**config.mk**
```make
export PLATFORM = sky130hd
export DESIGN_NAME = blink_rate_decoder_flat
export DESIGN_NICKNAME = d
export VERILOG_FILES = /design/src/rtl/blink_pkg.sv /design/src/rtl/blink_rate_decoder_if.sv /design/src/rtl/blink_sync_edge.sv /design/src/rtl/blink_rate_decoder.sv /design/src/flat_wrapper.sv
export SDC_FILE = /design/constraint.sdc
export NUM_CORES = 1
export LEC_CHECK = 0
export BUFFER_PORTS_ARGS = -buffer_cell sky130_fd_sc_hd__clkbuf_2
export CORE_UTILIZATION = 40
export DETAILED_ROUTE_END_ITERATION = 12
export MAX_ROUTING_LAYER = met4
export PLACE_DENSITY_LB_ADDON = 0.25
export SETUP_SLACK_MARGIN = 0.5
export SYNTH_ARGS = -nofsm -noshare
export SYNTH_HDL_FRONTEND = slang
export SYNTH_SLANG_ARGS = --single-unit
```
**constraint.sdc**
```tcl
create_clock -name i_clk -period 2.3 [get_ports i_clk]
set_input_delay 0.115 -clock i_clk [delete_from_list [all_inputs] [get_ports i_clk]]
set_output_delay 0.115 -clock i_clk [all_outputs]
set_load 0.1 [all_outputs]
```
**src/rtl/blink_pkg.sv**
```systemverilog
// Shared rate codes, decoder FSM states and blink-generator default toggle counts.
// Latency: none (definitions only). Backpressure: none.
package blink_pkg;

    typedef logic [2:0] rate_code_t;

    localparam rate_code_t RATE_NONE = 3'd0;
    localparam rate_code_t RATE_1HZ  = 3'd1;
    localparam rate_code_t RATE_2HZ  = 3'd2;
    localparam rate_code_t RATE_3HZ  = 3'd3;
    localparam rate_code_t RATE_5HZ  = 3'd4;
    localparam rate_code_t RATE_10HZ = 3'd5;

    typedef enum logic {
        IDLE,
        MEASURE
    } state_t;

    localparam int DEF_CLKS_1HZ  = 25000000;
    localparam int DEF_CLKS_2HZ  = 12500000;
    localparam int DEF_CLKS_3HZ  = 8333333;
    localparam int DEF_CLKS_5HZ  = 5000000;
    localparam int DEF_CLKS_10HZ = 2500000;

    // A generator toggling after CLKS counts produces a half-period of CLKS+1 clocks.
    function automatic int win_lo(input int clks, input int tol_shift);
        return (clks + 1) - ((clks + 1) >> tol_shift);
    endfunction

    function automatic int win_hi(input int clks, input int tol_shift);
        return (clks + 1) + ((clks + 1) >> tol_shift);
    endfunction

endpackage

```
**src/rtl/blink_rate_decoder_if.sv**
```systemverilog
// Measurement result bundle from the blink rate decoder to its consumer.
// Latency: none (wiring only). Backpressure: none, results are pulses/levels.
interface blink_rate_decoder_if
    import blink_pkg::*;
#(
    parameter int CNT_W = 26
);
    logic             o_valid;
    logic [CNT_W-1:0] o_half_period;
    rate_code_t       o_rate_code;
    logic             o_locked;
    logic             o_timeout;

    modport master (
        output o_valid,
        output o_half_period,
        output o_rate_code,
        output o_locked,
        output o_timeout
    );

    modport slave (
        input o_valid,
        input o_half_period,
        input o_rate_code,
        input o_locked,
        input o_timeout
    );
endinterface

```
**src/rtl/blink_sync_edge.sv**
```systemverilog
// Synchronizes the async blink input and emits a one-cycle pulse on either polarity of change.
// Latency: edge high 2 clocks after input change (+DEGLITCH_CLKS with BLINK_DEGLITCH_EN). Backpressure: none.
module blink_sync_edge #(
    parameter int DEGLITCH_CLKS = 4
) (
    input  logic i_clk,
    input  logic i_rst,
    input  logic i_blink,
    output logic o_edge
);

    if (DEGLITCH_CLKS < 1) begin : g_bad_deglitch
        $error("DEGLITCH_CLKS must be at least 1");
    end

    logic s1, s2, s3;
    logic lvl;

    always_ff @(posedge i_clk or posedge i_rst) begin
        if (i_rst) begin
            s1 <= 1'b0;
            s2 <= 1'b0;
            s3 <= 1'b0;
        end else begin
            s1 <= i_blink;
            s2 <= s1;
            s3 <= lvl;
        end
    end

`ifdef BLINK_DEGLITCH_EN
    localparam int DG_W = $clog2(DEGLITCH_CLKS + 1);

    logic            filt;
    logic [DG_W-1:0] dg_cnt;

    // The filtered level follows s2 only after DEGLITCH_CLKS consecutive disagreeing cycles.
    always_ff @(posedge i_clk or posedge i_rst) begin
        if (i_rst) begin
            filt   <= 1'b0;
            dg_cnt <= '0;
        end else if (s2 != filt) begin
            if (dg_cnt == DG_W'(DEGLITCH_CLKS - 1)) begin
                filt   <= s2;
                dg_cnt <= '0;
            end else begin
                dg_cnt <= dg_cnt + 1'b1;
            end
        end else begin
            dg_cnt <= '0;
        end
    end

    assign lvl = filt;
`else
    assign lvl = s2;
`endif

    assign o_edge = lvl ^ s3;

endmodule

```
**src/rtl/blink_rate_decoder.sv**
```systemverilog
// Measures blink half-periods, classifies them into 1/2/3/5/10 Hz and reports lock and loss-of-signal.
// Latency: o_valid 3 clocks after a blink transition (+DEGLITCH_CLKS with BLINK_DEGLITCH_EN). Backpressure: none.
module blink_rate_decoder
    import blink_pkg::*;
#(
    parameter int CLKS_1HZ      = DEF_CLKS_1HZ,
    parameter int CLKS_2HZ      = DEF_CLKS_2HZ,
    parameter int CLKS_3HZ      = DEF_CLKS_3HZ,
    parameter int CLKS_5HZ      = DEF_CLKS_5HZ,
    parameter int CLKS_10HZ     = DEF_CLKS_10HZ,
    parameter int TOL_SHIFT     = 3,
    parameter int TIMEOUT       = 40000000,
    parameter int CNT_W         = 26,
    parameter int DEGLITCH_CLKS = 4
) (
    input  logic                 i_clk,
    input  logic                 i_rst,
    input  logic                 i_blink,
    blink_rate_decoder_if.master bus
);

    if (TIMEOUT >= (2 ** CNT_W)) begin : g_bad_timeout
        $error("CNT_W too narrow to hold TIMEOUT");
    end

    localparam logic [CNT_W-1:0] TIMEOUT_C = CNT_W'(TIMEOUT);

    localparam logic [CNT_W-1:0] LO_1HZ  = CNT_W'(win_lo(CLKS_1HZ,  TOL_SHIFT));
    localparam logic [CNT_W-1:0] HI_1HZ  = CNT_W'(win_hi(CLKS_1HZ,  TOL_SHIFT));
    localparam logic [CNT_W-1:0] LO_2HZ  = CNT_W'(win_lo(CLKS_2HZ,  TOL_SHIFT));
    localparam logic [CNT_W-1:0] HI_2HZ  = CNT_W'(win_hi(CLKS_2HZ,  TOL_SHIFT));
    localparam logic [CNT_W-1:0] LO_3HZ  = CNT_W'(win_lo(CLKS_3HZ,  TOL_SHIFT));
    localparam logic [CNT_W-1:0] HI_3HZ  = CNT_W'(win_hi(CLKS_3HZ,  TOL_SHIFT));
    localparam logic [CNT_W-1:0] LO_5HZ  = CNT_W'(win_lo(CLKS_5HZ,  TOL_SHIFT));
    localparam logic [CNT_W-1:0] HI_5HZ  = CNT_W'(win_hi(CLKS_5HZ,  TOL_SHIFT));
    localparam logic [CNT_W-1:0] LO_10HZ = CNT_W'(win_lo(CLKS_10HZ, TOL_SHIFT));
    localparam logic [CNT_W-1:0] HI_10HZ = CNT_W'(win_hi(CLKS_10HZ, TOL_SHIFT));

    logic             blink_edge;
    logic [CNT_W-1:0] cnt;
    state_t           state, state_nxt;
    logic             meas_done;
    logic             sig_lost;
    rate_code_t       class_code;

    blink_sync_edge #(
        .DEGLITCH_CLKS(DEGLITCH_CLKS)
    ) u_sync_edge (
        .i_clk  (i_clk),
        .i_rst  (i_rst),
        .i_blink(i_blink),
        .o_edge (blink_edge)
    );

    // Counts clocks since the last edge; saturates so loss-of-signal stays detectable.
    always_ff @(posedge i_clk or posedge i_rst) begin
        if (i_rst) begin
            cnt <= '0;
        end else if (blink_edge) begin
            cnt <= CNT_W'(1);
        end else if (cnt != TIMEOUT_C) begin
            cnt <= cnt + 1'b1;
        end
    end

    always_ff @(posedge i_clk or posedge i_rst) begin
        if (i_rst) begin
            state <= IDLE;
        end else begin
            state <= state_nxt;
        end
    end

    // Timeout beats a coincident edge; that edge still restarts the count as a first edge.
    always_comb begin
        state_nxt = state;
        meas_done = 1'b0;
        sig_lost  = 1'b0;
        case (state)
            IDLE: begin
                if (blink_edge) begin
                    state_nxt = MEASURE;
                end
            end
            MEASURE: begin
                if (cnt == TIMEOUT_C) begin
                    sig_lost  = 1'b1;
                    state_nxt = blink_edge ? MEASURE : IDLE;
                end else if (blink_edge) begin
                    meas_done = 1'b1;
                end
            end
            default: state_nxt = IDLE;
        endcase
    end

    // Lowest code wins if windows were ever configured to overlap.
    always_comb begin
        class_code = RATE_NONE;
        if (cnt >= LO_1HZ && cnt <= HI_1HZ) begin
            class_code = RATE_1HZ;
        end else if (cnt >= LO_2HZ && cnt <= HI_2HZ) begin
            class_code = RATE_2HZ;
        end else if (cnt >= LO_3HZ && cnt <= HI_3HZ) begin
            class_code = RATE_3HZ;
        end else if (cnt >= LO_5HZ && cnt <= HI_5HZ) begin
            class_code = RATE_5HZ;
        end else if (cnt >= LO_10HZ && cnt <= HI_10HZ) begin
            class_code = RATE_10HZ;
        end
    end

    // The registered rate code doubles as the previous-code memory for lock detection.
    always_ff @(posedge i_clk or posedge i_rst) begin
        if (i_rst) begin
            bus.o_valid       <= 1'b0;
            bus.o_timeout     <= 1'b0;
            bus.o_half_period <= '0;
            bus.o_rate_code   <= RATE_NONE;
            bus.o_locked      <= 1'b0;
        end else begin
            bus.o_valid   <= meas_done;
            bus.o_timeout <= sig_lost;
            if (sig_lost) begin
                bus.o_rate_code <= RATE_NONE;
                bus.o_locked    <= 1'b0;
            end else if (meas_done) begin
                bus.o_half_period <= cnt;
                bus.o_rate_code   <= class_code;
                bus.o_locked      <= (class_code != RATE_NONE) && (class_code == bus.o_rate_code);
            end
        end
    end

endmodule

```
**src/flat_wrapper.sv**
```systemverilog
// flat-port wrapper written by rule: the top's interface ports become plain ports
module blink_rate_decoder_flat import blink_pkg::*;
#(
    parameter int CLKS_1HZ      = DEF_CLKS_1HZ,
    parameter int CLKS_2HZ      = DEF_CLKS_2HZ,
    parameter int CLKS_3HZ      = DEF_CLKS_3HZ,
    parameter int CLKS_5HZ      = DEF_CLKS_5HZ,
    parameter int CLKS_10HZ     = DEF_CLKS_10HZ,
    parameter int TOL_SHIFT     = 3,
    parameter int TIMEOUT       = 40000000,
    parameter int CNT_W         = 26,
    parameter int DEGLITCH_CLKS = 4
)
  (i_clk, i_rst, i_blink, bus_o_valid, bus_o_half_period, bus_o_rate_code, bus_o_locked, bus_o_timeout);
  blink_rate_decoder_if #(.CNT_W(CNT_W)) bus_i ();
  input  logic i_clk;
  input  logic i_rst;
  input  logic i_blink;
  output wire logic [$bits(bus_i.o_valid)-1:0] bus_o_valid;
  output wire logic [$bits(bus_i.o_half_period)-1:0] bus_o_half_period;
  output wire logic [$bits(bus_i.o_rate_code)-1:0] bus_o_rate_code;
  output wire logic [$bits(bus_i.o_locked)-1:0] bus_o_locked;
  output wire logic [$bits(bus_i.o_timeout)-1:0] bus_o_timeout;
  assign bus_o_valid = bus_i.o_valid;
  assign bus_o_half_period = bus_i.o_half_period;
  assign bus_o_rate_code = bus_i.o_rate_code;
  assign bus_o_locked = bus_i.o_locked;
  assign bus_o_timeout = bus_i.o_timeout;
  blink_rate_decoder #(.CLKS_1HZ(CLKS_1HZ), .CLKS_2HZ(CLKS_2HZ), .CLKS_3HZ(CLKS_3HZ), .CLKS_5HZ(CLKS_5HZ), .CLKS_10HZ(CLKS_10HZ), .TOL_SHIFT(TOL_SHIFT), .TIMEOUT(TIMEOUT), .CNT_W(CNT_W), .DEGLITCH_CLKS(DEGLITCH_CLKS)) u_core (.i_clk(i_clk), .i_rst(i_rst), .i_blink(i_blink), .bus(bus_i));
endmodule
```
== Word level (Yosys, flattened, before mapping) ==
Cells that the tools add are included.

* Output and inout bits: 32
* Register bits: 62

* Magnitude comparators: 10
* Bitwise logic cells: 3
* Multiplexer cells: 18
* Reduce and logical (&&, ||, !) cells: 10
* $add $sub $neg: 1
* Equality and inequality tests: 3

{| class="wikitable"
|+ Operator list
! cell !! count
|-
| 26-bit by 23-bit greater-or-equal comparator with 1-bit output, second input constant || 2
|-
| 26-bit by 24-bit less-or-equal comparator with 1-bit output, second input constant || 2
|-
| 26-bit two-way mux || 2
|-
| 26-bit by 1-bit adder with 26-bit output, second input constant || 1
|-
| 26-bit equality test, second input constant || 1
|-
| 26-bit by 22-bit greater-or-equal comparator with 1-bit output, second input constant || 1
|-
| 26-bit by 24-bit greater-or-equal comparator with 1-bit output, second input constant || 1
|-
| 26-bit by 25-bit greater-or-equal comparator with 1-bit output, second input constant || 1
|-
| 26-bit by 22-bit less-or-equal comparator with 1-bit output, second input constant || 1
|-
| 26-bit by 23-bit less-or-equal comparator with 1-bit output, second input constant || 1
|-
| 26-bit by 25-bit less-or-equal comparator with 1-bit output, second input constant || 1
|-
| 26-bit inequality test, second input constant || 1
|-
| 3-bit two-way mux || 7
|-
| 1-bit two-way mux || 8
|-
| 1-bit logical AND || 6
|-
| 2-bit nonzero test || 2
|-
| 3-bit equality test || 1
|-
| 3-bit nonzero test || 1
|-
| 1-bit inverter || 2
|-
| 1-bit case mux with 2 select lines || 1
|-
| 2-bit AND reduction || 1
|-
| 1-bit XOR || 1
|}

== Longest topological paths before layout ==
* Word-level depth: 11
* Gate-level depth with buffers: 11
* Depth with buffers taken out: 10

== Modules after synthesis ==
From an unflattened synthesis, not the netlist that was laid out.

* Cell total of the unflattened synthesis: 483
* Area total of the unflattened synthesis: 3898.7 um^2

{| class="wikitable"
|+ Modules (own cells, without submodules)
! module !! times used !! area an instance (um^2) !! cells an instance
|-
| blink_rate_decoder || 1 || 3811.2 || 478
|-
| blink_sync_edge || 1 || 87.6 || 5
|}

== Least setup slack after synthesis ==
OpenSTA, ideal clock, no wires.

* Kind: register to register
* Start: register u_core.cnt[0]
* End: register u_core.bus.o_half_period[10]
* Period minus slack after synthesis: 2451 ps
* Data required time: 2174 ps
* Stages on the path, launching flop included: 10
* Arrival time: 2326 ps
* Setup slack: -151 ps
* Setup time: 126 ps
* Cell sequence: dfrtp_1 inv_1 ha_1 nor4b_1 nand3_1 nor4_2 nand2b_1 nand2b_1 buf_2 mux2_2

* Word-level cells in the longest chain between the ends: 5
* Elaborated cells between the ends (all ways): 7

{| class="wikitable"
|+ Ends and longest elaborated chain
! element !! line !! text
|-
| start: declaration || blink_rate_decoder.sv:40 || <nowiki>logic [CNT_W-1:0] cnt;</nowiki>
|-
| start signal: assignment || blink_rate_decoder.sv:62 || <nowiki>cnt <= cnt + 1'b1;</nowiki>
|-
| 26-bit equality test * || blink_rate_decoder.sv:86 || <nowiki>if (cnt == TIMEOUT_C) begin</nowiki>
|-
| 1-bit two-way mux || blink_rate_decoder.sv:86 ||
|-
| 1-bit two-way mux || blink_rate_decoder.sv:79 || <nowiki>case (state)</nowiki>
|-
| 1-bit inverter (no line) || - ||
|-
| 2-bit AND reduction (no line) * || - ||
|-
| end signal: assignment || blink_rate_decoder.sv:128 || <nowiki>bus.o_half_period <= cnt;</nowiki>
|-
| end: declaration || blink_rate_decoder_if.sv:16 || <nowiki>output o_half_period,</nowiki>
|}

Every way passes the cells marked *; elsewhere a longest branch is shown, timed or not.
A chain may end at the register's enable or synchronous reset.

== Final worst setup path ==
* Start: register u_core.cnt[16]
* End: register u_core.bus.o_locked

* Word-level cells in the longest chain between the ends: 11
* Elaborated cells between the ends (all ways): 31

{| class="wikitable"
|+ Ends and longest elaborated chain
! element !! line !! text
|-
| 26-bit by 22-bit greater-or-equal comparator with 1-bit output / 26-bit by 22-bit less-or-equal comparator with 1-bit output (equally long branches) || blink_rate_decoder.sv:108 || <nowiki>end else if (cnt >= LO_10HZ && cnt <= HI_10HZ) begin</nowiki>
|-
| 1-bit logical AND || blink_rate_decoder.sv:108 ||
|-
| 3-bit two-way mux || blink_rate_decoder.sv:108 ||
|-
| 3-bit two-way mux || blink_rate_decoder.sv:106 || <nowiki>end else if (cnt >= LO_5HZ && cnt <= HI_5HZ) begin</nowiki>
|-
| 3-bit two-way mux || blink_rate_decoder.sv:104 || <nowiki>end else if (cnt >= LO_3HZ && cnt <= HI_3HZ) begin</nowiki>
|-
| 3-bit two-way mux || blink_rate_decoder.sv:102 || <nowiki>end else if (cnt >= LO_2HZ && cnt <= HI_2HZ) begin</nowiki>
|-
| 3-bit two-way mux || blink_rate_decoder.sv:100 || <nowiki>if (cnt >= LO_1HZ && cnt <= HI_1HZ) begin</nowiki>
|-
| 3-bit equality test / 3-bit nonzero test (equally long branches) || blink_rate_decoder.sv:130 || <nowiki>bus.o_locked <= (class_code != RATE_NONE) && (class_code == bus.o_rate_code);</nowiki>
|-
| 1-bit logical AND || blink_rate_decoder.sv:130 ||
|-
| 1-bit two-way mux || blink_rate_decoder.sv:127 || <nowiki>end else if (meas_done) begin</nowiki>
|-
| 1-bit two-way mux || blink_rate_decoder.sv:124 || <nowiki>if (sig_lost) begin</nowiki>
|-
| end signal: assignment || blink_rate_decoder.sv:130 ||
|-
| end: declaration || blink_rate_decoder_if.sv:18 || <nowiki>output o_locked,</nowiki>
|}

Several ways; a longest one is shown, not always the timed one. The select of a mux whose other input is x is not followed.

==> flow_metrics.env <==
export IMPL_preCtsSetupSlack_ns=-0.298
export IMPL_syn_avg_cell_area_um2=8.86
export IMPL_hp_start="u_core.u_sync_edge.s1"
export IMPL_p_clk_frac=0.323
export IMPL_initial_core_util=0.413
export IMPL_antenna_found_initial=0
export IMPL_grt_max_degree=35
export IMPL_min_to="u_core.u_sync_edge.lvl"
export IMPL_cts_buffers=9
export IMPL_hold_ws_ns=0.364
export IMPL_ys_ff_latch=62
export IMPL_fmax_ghz=0.403
export IMPL_synth_top_family_by_area="simple AND/OR/NAND/NOR gates"
export IMPL_dpl_cell_area_um2=5130
export IMPL_status="finished, violations left"
export IMPL_cellLeakagePower_nw=2.92
export IMPL_totalWireLength_um=14100
export IMPL_fin_crit_ns=2.48
export IMPL_p_int_mw=1.80
export IMPL_vias=4111
export IMPL_syn_nets=439
export IMPL_netlist_instances=433
export IMPL_drtIter0Drc=216
export IMPL_netlist_area_um2=3830
export IMPL_min_period_over_period=1.08
export IMPL_antenna_cells=0
export IMPL_cts_root_buf="clkbuf_8"
export IMPL_grt_overflow_total=0
export IMPL_p_seq_frac=0.427
export IMPL_hp_class="reg -> reg"
export IMPL_row_count=35
export IMPL_viasPerCell=5.55
export IMPL_drive_gt1_frac=0.536
export IMPL_hold_viol=0
export IMPL_yosysWarnings=0
export IMPL_yosys_cell_types_count=63
export IMPL_port_buffers=34
export IMPL_slew_viol_final=0
export IMPL_switching_share=0.332
export IMPL_final_cell_area_um2=6210
export IMPL_drv_cap=0
export IMPL_ir_drop_v=0.000426
export IMPL_synthArstFlopShare=1.00
export IMPL_rsz0062_at_grt="yes"
export IMPL_muxShareOfSynthArea=0.0669
export IMPL_skew_ns=0.0175
export IMPL_arrival_ns=2.75
export IMPL_ioPinCount=35
export IMPL_grt_usage=0.299
export IMPL_fp_coreArea_um2=9280
export IMPL_drc=0
export IMPL_finalSetupViolCount=28
export IMPL_area_growth_pct=62.0
export IMPL_maxSlewHeadroom=0.568
export IMPL_hold_depth=0
export IMPL_dr_pass1_iters=5
export IMPL_powerDensity_nw_per_um2=433
export IMPL_r2r_end="u_core.bus.o_locked"
export IMPL_synth_ff_type="dfrtp_1"
export IMPL_worstPathRequired_ns=2.57
export IMPL_reg2reg_depth=10
export IMPL_grt_pass1_wl_um=21900
export IMPL_clock_path_buffers=2
export IMPL_yosys_area_share_xor_xnor=0.0502
export IMPL_r2r_start="u_core.cnt[16]"
export IMPL_tightest_slew_ns=0.648
export IMPL_place_congestion=0.961
export IMPL_clock_sinks=62
export IMPL_cts_tree="done"
export IMPL_synth_edff_count=0
export IMPL_cp_end_kind="flip-flop"
export IMPL_place_inst=688
export IMPL_switching_power_uw=892
export IMPL_dp_hpwl_um=9760
export IMPL_ys_seq_area_frac=0.405
export IMPL_fillers=756
export IMPL_cts_max_level=3
export IMPL_nNetsFinal=613
export IMPL_violations="setup timing"
export IMPL_clk_latency_ns=0.35
export IMPL_wl_per_cell_um=19.0
export IMPL_worst_path_max_fanout=9
export IMPL_ant_nets=0
export IMPL_instances_no_fill=741
export IMPL_cp_start_kind="flip-flop"
export IMPL_synth_compound_area_share=0.145
export IMPL_p_comb_frac=0.250
export IMPL_yosys_area_share_adder=0.00979
export IMPL_fin_setup_tns_ns=-1.48
export IMPL_synth_simple_area_share=0.273
export IMPL_die_h_um=99.9
export IMPL_fin_ws_ns=-0.180
export IMPL_r2r_setup_slack_ns=-0.18
export IMPL_grt_pass1_vias=4089
export IMPL_die_x_um=99.9
export IMPL_clk_pin_slew_ns=0.08
export IMPL_critPathKind="reg -> reg"
export IMPL_die_area_um2=9980
[cells in the final DEF (no fill, tap or decap), types with 6 or more instances in the layout]
master	netlist	routed
nor2_1	46	43
nand3_1	18	13
buf_6	1	22
o21ai_0	27	17
dfrtp_1	62	53
nand2_1	32	23
dfrtp_2	0	9
nand4_1	13	13
clkbuf_2	0	34
mux2_4	0	20
buf_12	0	7
nor3_1	12	8
clkbuf_8	0	9
nand2_2	0	6
xor2_1	12	10
xnor2_1	10	6
a21oi_1	19	14
buf_4	0	135
nor2b_1	7	6
inv_1	10	6
[cells by family (layout without fill, tap and decap cells)]
family / count (synthesis) / count (layout)
flip-flops: 62 / 62
XOR/XNOR: 22 / 22
AO/OA/AOI/OAI: 85 / 85
buffers and inverters: 49 / 228
AND/OR/NAND/NOR: 189 / 189
multiplexers: 23 / 23
adder cells (fa/ha/maj): 3 / 3
[worst max-delay path, cell delays in order (launching register included)]
cell      delay, ns
dfrtp_1        0.44
buf_4          0.21
buf_4          0.17
nand2_1        0.15
nor2_1         0.09
o211a_1        0.23
o21ai_0        0.16
a211o_1        0.14
a21boi_2       0.21
mux2_2         0.36
o31ai_2        0.21
[cells in the mapped netlist (5+ instances only)]
| library cell | instances | area [um^2] |
|---|---|---|
| a21oi_1 | 19 | 95.1 |
| clkbuf_1 | 33 | 124 |
| dfrtp_1 | 62 | 1550 |
| inv_1 | 10 | 37.5 |
| mux2_2 | 21 | 236 |
| nand2_1 | 32 | 120 |
| nand2b_1 | 6 | 37.5 |
| nand3_1 | 18 | 90.1 |
| nand4_1 | 13 | 81.3 |
| nand4b_1 | 5 | 43.8 |
| nor2_1 | 46 | 173 |
| nor2b_1 | 7 | 43.8 |
| nor3_1 | 12 | 60.1 |
| nor4_1 | 8 | 50.1 |
| o21ai_0 | 27 | 135 |
| or3_1 | 9 | 56.3 |
| xnor2_1 | 10 | 87.6 |
| xor2_1 | 12 | 105 |
[how the worst max path moves through the flow]
| stage | startpoint | cells past startpoint | slack (ns) | endpoint |
|---|---|---|---|---|
| 2_1_floorplan | u_core.cnt[14] | 8 | 0.007 | u_core.bus.o_locked |
| 3_3_place_gp | u_core.cnt[23] | 9 | -0.29 | u_core.bus.o_locked |
| 3_5_place_dp | u_core.cnt[23] | 9 | -0.30 | u_core.bus.o_locked |
| 4_1_cts | u_core.cnt[14] | 8 | -0.14 | u_core.bus.o_locked |
| 5_1_grt | u_core.cnt[7] | 9 | -0.26 | u_core.bus.o_locked |
| 6_report | u_core.cnt[16] | 10 | -0.18 | u_core.bus.o_locked |
[final cells by class]
type / instances / area [um^2] / share of cell area
multi-input combinational: 322 / 2640 / 0.425
timing repair buffer: 202 / 1650 / 0.265
sequential: 62 / 1560 / 0.252
tap: 129 / 161 / 0.0260
clock buffer: 10 / 128 / 0.0205
clock inverter: 6 / 38.8 / 0.00624
inverter: 10 / 37.5 / 0.00604
[routing by layer]
layer  track usage  wire length, um  part of all wire
met1         0.409             6260              0.45
met2         0.454             6590              0.47
met3        0.0439              885             0.063
met4         0.106              318             0.023
met5             -                0                 0
[power by group through the flow]
stage                     logic [mW]  clock network [mW]  registers, mW
after floorplan                0.183                   0           1.29
after global placement         0.479                   0           1.17
after detailed placement       0.484                   0           1.17
after CTS                      0.597               0.877           1.15
after global routing           0.706               0.931           1.15
final                          0.671               0.869           1.15
[flip-flops by register name, indices dropped and copies added, names as in the netlist]
register                  count
u_core.state                  1
u_core.cnt                   26
u_core.u_sync_edge.s1         1
u_core.bus.o_rate_code        3
u_core.u_sync_edge.s3         1
u_core.bus.o_half_period     26
u_core.bus.o_locked           1
u_core.bus.o_timeout          1
u_core.u_sync_edge.lvl        1
u_core.bus.o_valid            1
[repair_timing]
action,4_1_cts,5_1_grt
endpoints found under the hold margin,29,0
buffers inserted,22,11
hold buffers,2,0
pin swaps,30,18
setup endpoints to repair,55,54
cloned,2,0
resized for setup,86,56
[through the flow]
| step | utilization | power, mW |
|---|---|---|
| finish | 0.669 | 2.69 |
| global route | 0.669 | 2.79 |
| CTS | 0.632 | 2.62 |
| detailed placement | 0.553 | 1.65 |
| global placement | 0.553 | 1.65 |
| floorplan | - | 1.47 |
Power figures use the tool's default switching activity.
